File: src/rtl/divider_pkg.sv
// -----------------------------------------------------------------------------
// divider_pkg
// Shared definitions for the divide-by-N clock sequencer:
//   state_t     - sequencer states (2-bit encoding)
//   MIN_DIV     - smallest legal divide ratio
//   DEFAULT_DIV - divide ratio in force after reset
// -----------------------------------------------------------------------------
package divider_pkg;

    typedef enum logic [1:0] {
        ST_IDLE  = 2'b00,
        ST_RUN   = 2'b01,
        ST_DRAIN = 2'b10
    } state_t;

    localparam int unsigned MIN_DIV     = 2;
    localparam int unsigned DEFAULT_DIV = 3;

endpackage : divider_pkg

File: src/rtl/div_period_counter.sv
// -----------------------------------------------------------------------------
// div_period_counter
// Period counter for the divide-by-N generator. Counts 0 .. div_active-1 while
// enabled and flags the last cycle of each period.
//   in_clk     - system clock
//   reset      - asynchronous, active-high reset
//   clear      - synchronous clear to 0 (takes priority over enable)
//   enable     - advance the counter this cycle
//   div_active - ratio in force; period length in cycles (>= 2)
//   count      - current position within the period
//   wrap       - high on the last cycle of a period while enabled
// -----------------------------------------------------------------------------
module div_period_counter #(
    parameter int unsigned W = 8
) (
    input  logic         in_clk,
    input  logic         reset,
    input  logic         clear,
    input  logic         enable,
    input  logic [W-1:0] div_active,
    output logic [W-1:0] count,
    output logic         wrap
);

    // div_active is never below 2, so the subtraction cannot underflow.
    assign wrap = enable && (count == (div_active - W'(1)));

    // NOTE: sequential state is written with non-blocking assignments only, so
    // every register samples pre-edge values regardless of block ordering.
    always_ff @(posedge in_clk or posedge reset) begin
        if (reset) begin
            count <= '0;
        end else if (clear) begin
            count <= '0;
        end else if (enable) begin
            count <= wrap ? '0 : count + W'(1);
        end
    end

endmodule : div_period_counter

File: src/rtl/divider_sequencer.sv
// -----------------------------------------------------------------------------
// divider_sequencer
// Run-time controller for the divide-by-N clock generator. Starts/stops the
// divided output and accepts new ratios over a valid/ready handshake; a ratio
// accepted while running is held pending and only applied at a period
// boundary, so no period in flight is ever truncated or stretched.
//   in_clk     - system clock
//   reset      - asynchronous, active-high reset (aborts, drops pending ratio)
//   start      - begin or resume generation
//   stop       - halt at the end of the current period (wins over start)
//   cfg_valid  - new ratio offered on cfg_div
//   cfg_div    - requested divide ratio N
//   cfg_ready  - a ratio can be accepted (no ratio pending)
//   cfg_err    - one-cycle pulse: accepted ratio was < 2 and was discarded
//   out_clk    - divided clock, high for the first floor(N/2) cycles
//   tick       - one-cycle pulse on the first cycle of each period
//   busy       - sequencer is not idle
//   div_active - ratio currently in force
// -----------------------------------------------------------------------------
module divider_sequencer #(
    parameter int unsigned W           = 8,
    parameter int unsigned DEFAULT_DIV = divider_pkg::DEFAULT_DIV
) (
    input  logic         in_clk,
    input  logic         reset,
    input  logic         start,
    input  logic         stop,
    input  logic         cfg_valid,
    input  logic [W-1:0] cfg_div,
    output logic         cfg_ready,
    output logic         cfg_err,
    output logic         out_clk,
    output logic         tick,
    output logic         busy,
    output logic [W-1:0] div_active
);

    import divider_pkg::*;

    localparam logic [W-1:0] DEFAULT_DIV_W = W'(DEFAULT_DIV);
    localparam logic [W-1:0] MIN_DIV_W     = W'(MIN_DIV);

    state_t       state_q;
    state_t       state_d;
    logic [W-1:0] count;
    logic         wrap;
    logic [W-1:0] div_pend;
    logic         pend_flag;
    logic         cfg_xfer;
    logic         ratio_bad;

    // -------------------------------------------------------------------------
    // Period counter: held at 0 in IDLE, free-running in RUN and DRAIN.
    // -------------------------------------------------------------------------
    div_period_counter #(
        .W (W)
    ) u_counter (
        .in_clk     (in_clk),
        .reset      (reset),
        .clear      (state_q == ST_IDLE),
        .enable     (state_q != ST_IDLE),
        .div_active (div_active),
        .count      (count),
        .wrap       (wrap)
    );

    // -------------------------------------------------------------------------
    // FSM: state register
    // -------------------------------------------------------------------------
    always_ff @(posedge in_clk or posedge reset) begin
        if (reset) begin
            state_q <= ST_IDLE;
        end else begin
            state_q <= state_d;
        end
    end

    // -------------------------------------------------------------------------
    // FSM: next-state logic. stop always wins over start. A resume request in
    // DRAIN keeps the counter running, so the output continues without a gap.
    // -------------------------------------------------------------------------
    always_comb begin
        // NOTE: default assignment first so every path assigns state_d and no
        // latch is inferred.
        state_d = state_q;
        case (state_q)
            ST_IDLE: begin
                if (start && !stop) state_d = ST_RUN;
            end
            ST_RUN: begin
                if (stop) state_d = ST_DRAIN;
            end
            ST_DRAIN: begin
                if (start && !stop) state_d = ST_RUN;
                else if (wrap)      state_d = ST_IDLE;
            end
            default: state_d = ST_IDLE;
        endcase
    end

    // -------------------------------------------------------------------------
    // FSM: outputs, decoded from registers only.
    // -------------------------------------------------------------------------
    always_comb begin
        busy      = (state_q != ST_IDLE);
        tick      = (state_q != ST_IDLE) && (count == '0);
        out_clk   = (state_q != ST_IDLE) && (count < (div_active >> 1));
        cfg_ready = !pend_flag;
    end

    // -------------------------------------------------------------------------
    // Ratio handshake and pending-ratio register.
    // -------------------------------------------------------------------------
    assign cfg_xfer  = cfg_valid && !pend_flag;
    assign ratio_bad = (cfg_div < MIN_DIV_W);

    always_ff @(posedge in_clk or posedge reset) begin
        if (reset) begin
            div_active <= DEFAULT_DIV_W;
            div_pend   <= '0;
            pend_flag  <= 1'b0;
            cfg_err    <= 1'b0;
        end else begin
            cfg_err <= cfg_xfer && ratio_bad;

            // A transfer needs pend_flag == 0, so it can never coincide with
            // applying a pending ratio. A transfer on a wrap cycle therefore
            // only becomes pending and waits for the following wrap.
            if (wrap && pend_flag) begin
                div_active <= div_pend;
                pend_flag  <= 1'b0;
            end

            if (cfg_xfer && !ratio_bad) begin
                if (state_q == ST_IDLE) begin
                    div_active <= cfg_div;
                end else begin
                    div_pend  <= cfg_div;
                    pend_flag <= 1'b1;
                end
            end
        end
    end

endmodule : divider_sequencer

File: config.mk
export PLATFORM = sky130hd
export DESIGN_NAME = divider_sequencer
export DESIGN_NICKNAME = d
export VERILOG_FILES = /design/src/rtl/divider_pkg.sv /design/src/rtl/div_period_counter.sv /design/src/rtl/divider_sequencer.sv
export SDC_FILE = /design/constraint.sdc
export NUM_CORES = 1
export LEC_CHECK = 0
export ABC_AREA = 1
export CORE_MARGIN = 2
export CORE_UTILIZATION = 57
export CTS_CLUSTER_SIZE = 24
export DETAILED_ROUTE_END_ITERATION = 16
export DONT_BUFFER_PORTS = 1
export PLACE_DENSITY = 0.75
export SYNTH_ARGS = -nofsm -noshare
export SYNTH_HDL_FRONTEND = slang
export SYNTH_HIERARCHICAL = 1
export SYNTH_SLANG_ARGS = --single-unit
File: constraint.sdc
create_clock -name in_clk -period 2.2 [get_ports in_clk]
set_input_delay 0.44 -clock in_clk [delete_from_list [all_inputs] [get_ports in_clk]]
set_output_delay 0.44 -clock in_clk [all_outputs]
set_load 0.005 [all_outputs]
==> results.json, run 1 <==
{
  "io_buffers": 0,
  "power.share.switching_pct": 48.7,
  "synth_flop_cell": "dfrtp_1",
  "relSlewSlack_pct": 47.8,
  "wl_met1_um": 2290,
  "antenna-diode-count": 0,
  "maxSlewViolCount": 0,
  "die_area_sq_um": 4150,
  "dp_hpwl_um": 3490,
  "reg2reg_to": "div_active[5]",
  "initial_utilization_pct": 60.9,
  "setup_slack_ns": 0.103,
  "synth_edf_count": 0,
  "dr_wl_met3_um": 214,
  "path_clk_slew_ns": 0.17,
  "routed-wl-met2_um": 2300,
  "vias_per_cell": 5.30,
  "crit_type": "reg2reg",
  "drv_cap": 0,
  "rsz0062_at_grt": "yes",
  "fin_nets": 337,
  "startpoint": "div_active[1]",
  "ys_seq_elements": 28,
  "antenna_left": 0,
  "syn_nets": 323,
  "crit_path_start_kind": "flip-flop",
  "yosys_warnings": 6,
  "p_sw_w": 0.00150,
  "ys_types": 31,
  "status": "finished clean",
  "p_clk_share_pct": 11.3,
  "grt_pass1_vias": 1830,
  "worstReg2RegStart": "div_active[1]",
  "power.share.sequential_pct": 31.7,
  "final_area_sq_um": 2330,
  "clk_latency_ns": 0.34,
  "worst_setup_path_end_kind": "flip-flop",
  "crit_top_cell": "nand2_2",
  "setup_violations": 0,
  "io_pins": 26,
  "synthesis.area_sq_um": 2080,
  "die_x_um": 64.4,
  "placedCellCount": 353,
  "worstPathArrival_ns": 2.38,
  "syn_area_per_cell_sq_um": 6.89,
  "die_y_um": 64.4,
  "grt_use_total_pct": 24.6,
  "area_growth_pct": 12.2,
  "cts.sinks": 28,
  "wl_um": 4830,
  "grt-ovfl-total": 0,
  "fmax_mhz": 477,
  "crit_path_cell_trace": "inv_2, ha_4, nand2_2, nand2_2, nor3_2, nand3_1, nor2_2, nand2_2, inv_4, buf_6, nand3_2, nand2_2, nand2_1, o21ai_1, nand2_1, nand2_1",
  "cp_max_fo": 5,
  "ir_worst_vdd_uv": 878,
  "design.core.area_sq_um": 3420,
  "ff2ff_setup_slack_ns": 0.10,
  "num_vias": 1915,
  "r2r.worst_path.cells": 16,
  "yosysSeqAreaShare_pct": 33.8,
  "clockRootBuffer": "clkbuf_4",
  "routed.top_layer": "met4",
  "tightest_slew_ns": 0.782,
  "hold_viol_final": 0,
  "clock_path_buffers": 2,
  "finalNonFillerCells": 361,
  "cts_tree": "yes",
  "hold_class": "in2async",
  "grt_pass1_wl_um": 8160,
  "synthArstFlopShare_pct": 100,
  "syn_inst": 302,
  "internal_power_w": 0.00158,
  "fin_skew_ns": 0.0119,
  "antenna_found_initial": 0,
  "row_count": 21,
  "min_period_ns": 2.10,
  "period_share_pct": 95.3,
  "p_leak_nw": 1.23,
  "final_layout_size_suffix_gt1_share_pct": 23.5,
  "combPwrFrac_pct": 57.0,
  "htree_levels": 1,
  "place_area_sq_um": 2170,
  "crit_slowest_cell": "dfstp_2",
  "critical_path.max_stage_delay_ns": 0.57,
  "grt_max_degree": 26,
  "required_ns": 2.48,
  "numCtsBuffers": 3,
  "nFillCells": 295,
  "drc_errors": 0,
  "wl_per_cell_um": 13.4,
  "drtPass1Iterations": 4,
  "first_iter_violations": 109,
  "globalplace.congestion": 0.842,
  "power_density_nw_per_um2": 1320,
  "pre_cts_ws_ns": 0.0854
}
==> critical path, delay by kind of cell (launching register included) <==
family / cells / cell delay (ns)
simple gates: 11 / 0.93
flops: 1 / 0.57
fa+ha+maj: 1 / 0.23
buf+inv: 3 / 0.23
compound gates: 1 / 0.07
==> layout by cell type, fill, tap and decap left out, types with 7 or more instances in the layout <==
cell	netlist	routed
inv_1	32	29
ha_1	8	7
o21ai_2	8	8
xor2_1	7	7
buf_4	1	10
nand2_1	122	117
nand4_1	9	9
inv_2	8	10
nand2_2	7	10
dfrtp_1	26	24
nand3_1	23	20
nor2_1	14	13
==> cell type report <==
cell class	count	area, sq um	share of cell area (%)
multi-input cells	228	1240	53.2
flip-flops and latches	28	706	30.2
inverters	41	159	6.81
repair buffers	14	119	5.09
well taps	46	57.6	2.47
clock inverters	1	30.0	1.29
clock buffers	3	22.5	0.965
==> power by group through the flow <==
stage	sequential [W]	combinational (W)	clock (W)
after floorplan	0.000912	0.00125	0
after global placement	0.000967	0.00156	0
after detailed placement	0.000972	0.00159	0
after CTS	0.000961	0.00160	0.000353
after global routing	0.00100	0.00201	0.000371
final	0.000976	0.00176	0.000349
==> layer usage <==
metal  global-route usage (%)  vias to the layer above
met2                     39.8                       42
met5                        0                        -
met1                     34.8                      894
li1                         -                      977
met4                     4.79                        0
met3                     4.17                        2
==> logic make-up after synthesis <==
family | count (synthesis) | synth area share [%]
AOI/OAI and AO/OA | 20 | 6.80
buffers and inverters | 46 | 9.56
xor gates and xnor gates | 8 | 3.37
adders and majority gates | 8 | 4.81
and+or+nand+nor | 192 | 41.7
DFF | 28 | 33.8
==> state kept, by name, indices dropped and copies added (netlist names) <==
register / count
cfg_err: 1
div_active: 8
div_pend: 8
pend_flag: 1
state_q: 2
u_counter/count: 8
==> per-stage QoR <==
step	total power (W)	utilization [%]	setup TNS, ns	hold slack [ns]
4_1_cts	0.00291	65.4	0	0.128
5_1_grt	0.00338	68.4	-0.256	0.161
3_5_place_dp	0.00256	63.6	0	0.302
6_report	0.00308	68.4	0	0.107
3_3_place_gp	0.00252	63.6	0	0.303
2_1_floorplan	0.00217	-	0	0.256
==> cells in the mapped netlist, types with 2 or more instances <==
library cell / number / area share (%)
o21ai_0: 2 / 0.48
ha_1: 8 / 4.8
nand3_1: 23 / 5.5
xor2_1: 7 / 2.9
nand2_1: 122 / 22
o21ai_1: 3 / 0.72
nand4_1: 9 / 2.7
nor2_2: 6 / 1.8
inv_2: 8 / 1.4
o21ai_2: 8 / 3.4
nor3_1: 2 / 0.48
buf_6: 2 / 1.1
nand2_4: 2 / 1.1
nor2_1: 14 / 2.5
dfrtp_1: 26 / 31
nand2_2: 7 / 2.1
dfstp_2: 2 / 2.5
inv_1: 32 / 5.8
a21oi_1: 6 / 1.4
nor3_2: 2 / 0.96
==> worst max-delay path by stage <==
| stage | to | slack, ns | cells after the start |
|---|---|---|---|
| floorplan | div_active[4] | 0.1 | 16 |
| global placement | div_active[7] | 0.10 | 16 |
| detailed placement | div_active[7] | 0.09 | 16 |
| CTS | div_active[5] | 0.03 | 16 |
| global route | div_active[5] | -0.08 | 16 |
| finish | div_active[5] | 0.10 | 16 |
==> repair_timing <==
action	in CTS	in global routing
endpoints found under the setup margin	0	9
hold buffers	1	0
endpoints found under the hold margin	8	0
setup buffers	0	3
gates resized for setup	0	24
Power figures use the tool's default switching activity.
==> inputs of run 2 (changes only) <==
CORE_MARGIN = unset   (was 2)
==> results.json, run 2 (synthesis results as in run 1) <==
{
  "place_area_sq_um": 2170,
  "drc_errors": 0,
  "die_y_um": 62.4,
  "critical_path.max_stage_delay_ns": 0.57,
  "crit_path_start_kind": "flip-flop",
  "first_iter_violations": 112,
  "pre_cts_ws_ns": 0.0431,
  "crit_type": "reg2reg",
  "crit_path_cell_trace": "inv_2, ha_4, nand2_2, nand2_2, nor3_2, nand3_1, nor2_2, nand2_2, inv_4, buf_6, nand3_1, nand2_1, nand2_1, o21ai_1, nand2_1, nand2_1",
  "path_clk_slew_ns": 0.17,
  "multi_input_area_sq_um": 1230,
  "cp_max_fo": 4,
  "drtPass1Iterations": 4,
  "post-route-util_pct": 67.8,
  "grt_pass1_wl_um": 7880,
  "num_vias": 1950,
  "rsz0062_at_grt": "yes",
  "worst_setup_path_endpoint": "div_active[5]",
  "htree_levels": 1,
  "worst_setup_path_end_kind": "flip-flop",
  "hold_class": "in2async",
  "initial_utilization_pct": 60.9,
  "status": "finished clean",
  "setup_violations": 0,
  "clockRootBuffer": "clkbuf_4",
  "clk_latency_ns": 0.34,
  "r2r.worst_path.cells": 16,
  "wl_um": 4690,
  "whs_ns": 0.102,
  "cp_num_cells": 16,
  "numCtsBuffers": 3,
  "antenna-diode-count": 0,
  "startpoint": "div_active[0]",
  "globalplace.congestion": 0.855,
  "crit_top_cell": "nand2_1",
  "min_period_ns": 2.13,
  "die_x_um": 62.4,
  "worstPathArrival_ns": 2.40,
  "antenna_left": 0,
  "final_common_cell": "nand2_1",
  "tightest_slew_ns": 0.789,
  "grt_max_degree": 26,
  "fin_skew_ns": 0.0216,
  "ff2ff_setup_slack_ns": 0.07,
  "dp_hpwl_um": 3470,
  "p_leak_nw": 1.23,
  "setup_tns_ns": 0,
  "power_density_nw_per_um2": 1310,
  "crit_slowest_cell": "dfstp_2",
  "vias_per_cell": 5.40,
  "final_layout_size_suffix_gt1_share_pct": 22.5,
  "seqCellArea_sq_um": 706,
  "fin_nets": 337,
  "final_area_sq_um": 2320,
  "setup_slack_ns": 0.0746,
  "nFillCells": 315,
  "relSlewSlack_pct": 47.3,
  "wl_per_cell_um": 13.0,
  "cts.sinks": 28,
  "grt_pass1_vias": 1760,
  "antenna_found_initial": 0,
  "cts_tree": "yes",
  "grt-ovfl-total": 0,
  "row_count": 21,
  "maxSlewViolCount": 0,
  "fmax_mhz": 471,
  "required_ns": 2.48,
  "ir_worst_vdd_uv": 864,
  "die_area_sq_um": 3900,
  "mostFrequentLayoutCells": "nand2_1 (116), inv_1 (30), dfrtp_1 (24), nand3_1 (22), nor2_1 (14)",
  "io_pins": 26,
  "io_buffers": 0,
  "area_growth_pct": 11.3,
  "critical_path.top_delay_family": "simple AND/OR/NAND/NOR gates",
  "period_share_pct": 96.6,
  "worstReg2RegStart": "div_active[0]",
  "crit_buf_inv": 3,
  "design.core.area_sq_um": 3420,
  "drv_cap": 0,
  "hold_viol_final": 0,
  "reg2reg_to": "div_active[5]",
  "clock_path_buffers": 2,
  "grt_use_total_pct": 25.1,
  "largestRegisters": "div_active x8, div_pend x8, u_counter/count x8"
}
==> run 2: power breakdown <==
group / switching [W] / internal, W
Sequential: 0.000241 / 0.000722
Combinational: 0.00107 / 0.000655
Clock: 0.000160 / 0.000184
Total: 0.00147 / 0.00156
==> run 2: worst register-to-register path, delay by kind of cell, from the launching register on <==
kind / cells / cell delay, ns
AND/OR/NAND/NOR: 11 / 0.92
flip-flops: 1 / 0.57
adder cells (fa/ha/maj): 1 / 0.23
AO/OA/AOI/OAI: 1 / 0.10
buffers and inverters: 3 / 0.25
==> run 2: metrics by stage <==
step                total power, W  std cells
floorplan                  0.00217        302
global placement           0.00252        353
detailed placement         0.00255        353
CTS                        0.00290        358
global route               0.00334        361
finish                     0.00303        361
==> run 2: how the worst min path moves through the flow <==
stage / to / slack (ns) / cells past startpoint
after floorplan: u_counter/count[0] / 0.26 / 1
after global placement: u_counter/count[0] / 0.30 / 1
after detailed placement: u_counter/count[0] / 0.30 / 1
after CTS: div_pend[7] / 0.12 / 1
after global routing: div_pend[4] / 0.14 / 1
final: div_pend[7] / 0.10 / 1
==> run 2: what timing repair did <==
item / CTS / global route
gates resized for setup: 1 / 18
pin swaps: 0 / 12
endpoints found under the setup margin: 4 / 9
endpoints found under the hold margin: 8 / 0
hold buffers: 1 / 0
buffers inserted: 0 / 3
==> run 2: cell type report <==
type / instances / share of cell area, %
Inverter: 41 / 6.86
Clock inverter: 1 / 1.30
Multi-Input combinational cell: 228 / 52.9
Tap cell: 46 / 2.49
Sequential cell: 28 / 30.5
Timing Repair Buffer: 14 / 4.97
Clock buffer: 3 / 0.972
==> run 2: layer usage <==
layer / global-route usage, % / wire, um / vias to the layer above
li1: - / - / 970
met1: 35.4 / 2130 / 913
met2: 40.1 / 2260 / 57
met3: 3.83 / 236 / 10
met4: 6.98 / 59 / 0
met5: 0 / 0 / -
==> inputs of run 3 (changes only) <==
clock period = 1.85 ns   (was 2.2 ns; I/O delays follow)
==> results.json, run 3 (synthesis results as in run 1) <==
{
  "status": "complete, but fails checks",
  "violations": "negative setup slack",
  "p_sw_w": 0.00208,
  "crit_type": "reg2reg",
  "io_pins": 26,
  "vias_per_cell": 5.36,
  "worst_setup_path_end_kind": "flip-flop",
  "pre_cts_ws_ns": -0.256,
  "design.core.area_sq_um": 3420,
  "num_vias": 2075,
  "ff2ff_setup_slack_ns": -0.26,
  "grt_max_degree": 26,
  "die_area_sq_um": 3900,
  "hold_end": "div_pend[5]",
  "path_clk_slew_ns": 0.17,
  "cts_tree": "yes",
  "numCtsBuffers": 3,
  "wl_per_cell_um": 13.9,
  "drc_errors": 0,
  "p_leak_nw": 1.40,
  "fin_skew_ns": 0.00677,
  "crit_slowest_cell": "dfstp_2",
  "min_period_ns": 2.11,
  "die_y_um": 62.4,
  "min_path_cells": 2,
  "grt_use_total_pct": 27.7,
  "worstReg2RegStart": "div_active[0]",
  "die_x_um": 62.4,
  "required_ns": 2.14,
  "nFillCells": 239,
  "critical_path.max_stage_delay_ns": 0.57,
  "power_w": 0.00440,
  "p_clk_share_pct": 9.4,
  "globalplace.congestion": 0.808,
  "row_count": 21,
  "mostFrequentLayoutCells": "nand2_1 (111), buf_4 (31), inv_1 (26), dfrtp_1 (23), nand3_1 (18)",
  "internal_power_w": 0.00232,
  "crit_buf_inv": 3,
  "area_growth_pct": 29.9,
  "hold_viol_final": 0,
  "setup_violations": 11,
  "startpoint": "div_active[0]",
  "hold_start": "cfg_div[5]",
  "clock_path_buffers": 2,
  "wl_um": 5390,
  "htree_levels": 1,
  "cp_max_fo": 5,
  "clockRootBuffer": "clkbuf_4",
  "hold_class": "in2reg",
  "drtPass1Iterations": 4,
  "grt_pass1_wl_um": 8740,
  "power.share.switching_pct": 47.2,
  "io_buffers": 0,
  "final_area_sq_um": 2700,
  "crit_top_cell": "nand2_1",
  "first_iter_violations": 130,
  "initial_utilization_pct": 60.9,
  "grt-ovfl-total": 0,
  "dp_hpwl_um": 3580,
  "final_layout_size_suffix_gt1_share_pct": 34.9,
  "r2r.worst_path.cells": 16,
  "drv_cap": 0,
  "combPwrFrac_pct": 66.2,
  "antenna_found_initial": 0,
  "crit_path_start_kind": "flip-flop",
  "worstPathArrival_ns": 2.39,
  "crit_path_cell_trace": "inv_2, ha_4, nand2_1, nand2_1, nor3_2, nand3_1, nor2_2, nand2_2, inv_4, buf_12, nand3_1, nand2_1, nand2_1, o21ai_2, nand2_1, nand2_1",
  "tightest_slew_ns": 0.597,
  "critical_path.top_delay_family": "simple AND/OR/NAND/NOR gates",
  "cts.sinks": 28,
  "power_density_nw_per_um2": 1630,
  "power.share.sequential_pct": 24.4,
  "fmax_mhz": 474,
  "final_common_cell": "nand2_1",
  "clk_latency_ns": 0.33,
  "setup_slack_ns": -0.258,
  "period_share_pct": 114,
  "maxSlewViolCount": 0,
  "largestRegisters": "div_active x8, div_pend x8, u_counter/count x8",
  "post-route-util_pct": 79.2,
  "place_area_sq_um": 2290,
  "relSlewSlack_pct": 60.2,
  "grt_pass1_vias": 1980,
  "fin_nets": 363,
  "antenna_left": 0,
  "antenna-diode-count": 0,
  "reg2reg_to": "div_active[6]",
  "ir_worst_vdd_uv": 839,
  "rsz0062_at_grt": "yes"
}
[run 3: per-stage QoR]
step / TNS [ns] / hold WS (ns) / std cells
after floorplan: -1.11 / 0.186 / 302
after detailed placement: -1.96 / 0.252 / 366
after CTS: -1.64 / 0.154 / 380
after global routing: -4.01 / 0.150 / 387
after global placement: -1.67 / 0.241 / 366
final: -2.27 / 0.156 / 387
[run 3: metal layers]
layer / GRT usage [%] / up-vias / wire length, um
li1: - / 1034 / -
met1: 37.3 / 954 / 2380
met2: 47.1 / 79 / 2620
met3: 3.10 / 8 / 330
met4: 6.98 / 0 / 59
met5: 0 / - / 0
[run 3: area by class of cell]
cell class,instances,area [sq um],share of cell area [%]
Multi-Input combinational cell,228,1350,49.7
Sequential cell,28,707,26.1
Timing Repair Buffer,40,378,14.0
Inverter,41,164,6.06
Tap cell,46,57.6,2.13
Clock inverter,1,30.0,1.11
Clock buffer,3,22.5,0.833
[run 3: worst max-delay path by stage]
stage,to,slack [ns],depth (start not counted)
2_1_floorplan,div_active[5],-0.14,16
3_3_place_gp,div_active[7],-0.21,16
3_5_place_dp,div_active[7],-0.26,16
4_1_cts,div_active[7],-0.21,18
5_1_grt,div_active[6],-0.39,18
6_report,div_active[6],-0.26,16
[run 3: worst reg2reg max path, delay by kind of cell (launching register included)]
kind	cells	cell delay, ns
and+or+nand+nor	11	0.94
DFF	1	0.57
buffers and inverters	3	0.27
adders and majority gates	1	0.23
AOI/OAI and AO/OA	1	0.06
[run 3: power by group through the flow]
stage	clock (W)	sequential, W	combinational [W]
final	0.000415	0.00107	0.00291
after detailed placement	0	0.00107	0.00217
after global placement	0	0.00106	0.00214
after floorplan	0	0.00109	0.00152
after global routing	0.000442	0.00110	0.00320
after CTS	0.000420	0.00106	0.00250
[run 3: timing repair]
action / CTS / global route
pin swaps: 16 / 22
cloned: 0 / 2
buffers inserted: 9 / 5
setup endpoints to repair: 11 / 20
gates resized for setup: 26 / 24
hold buffers: 1 / 0
endpoints found under the hold margin: 26 / 0
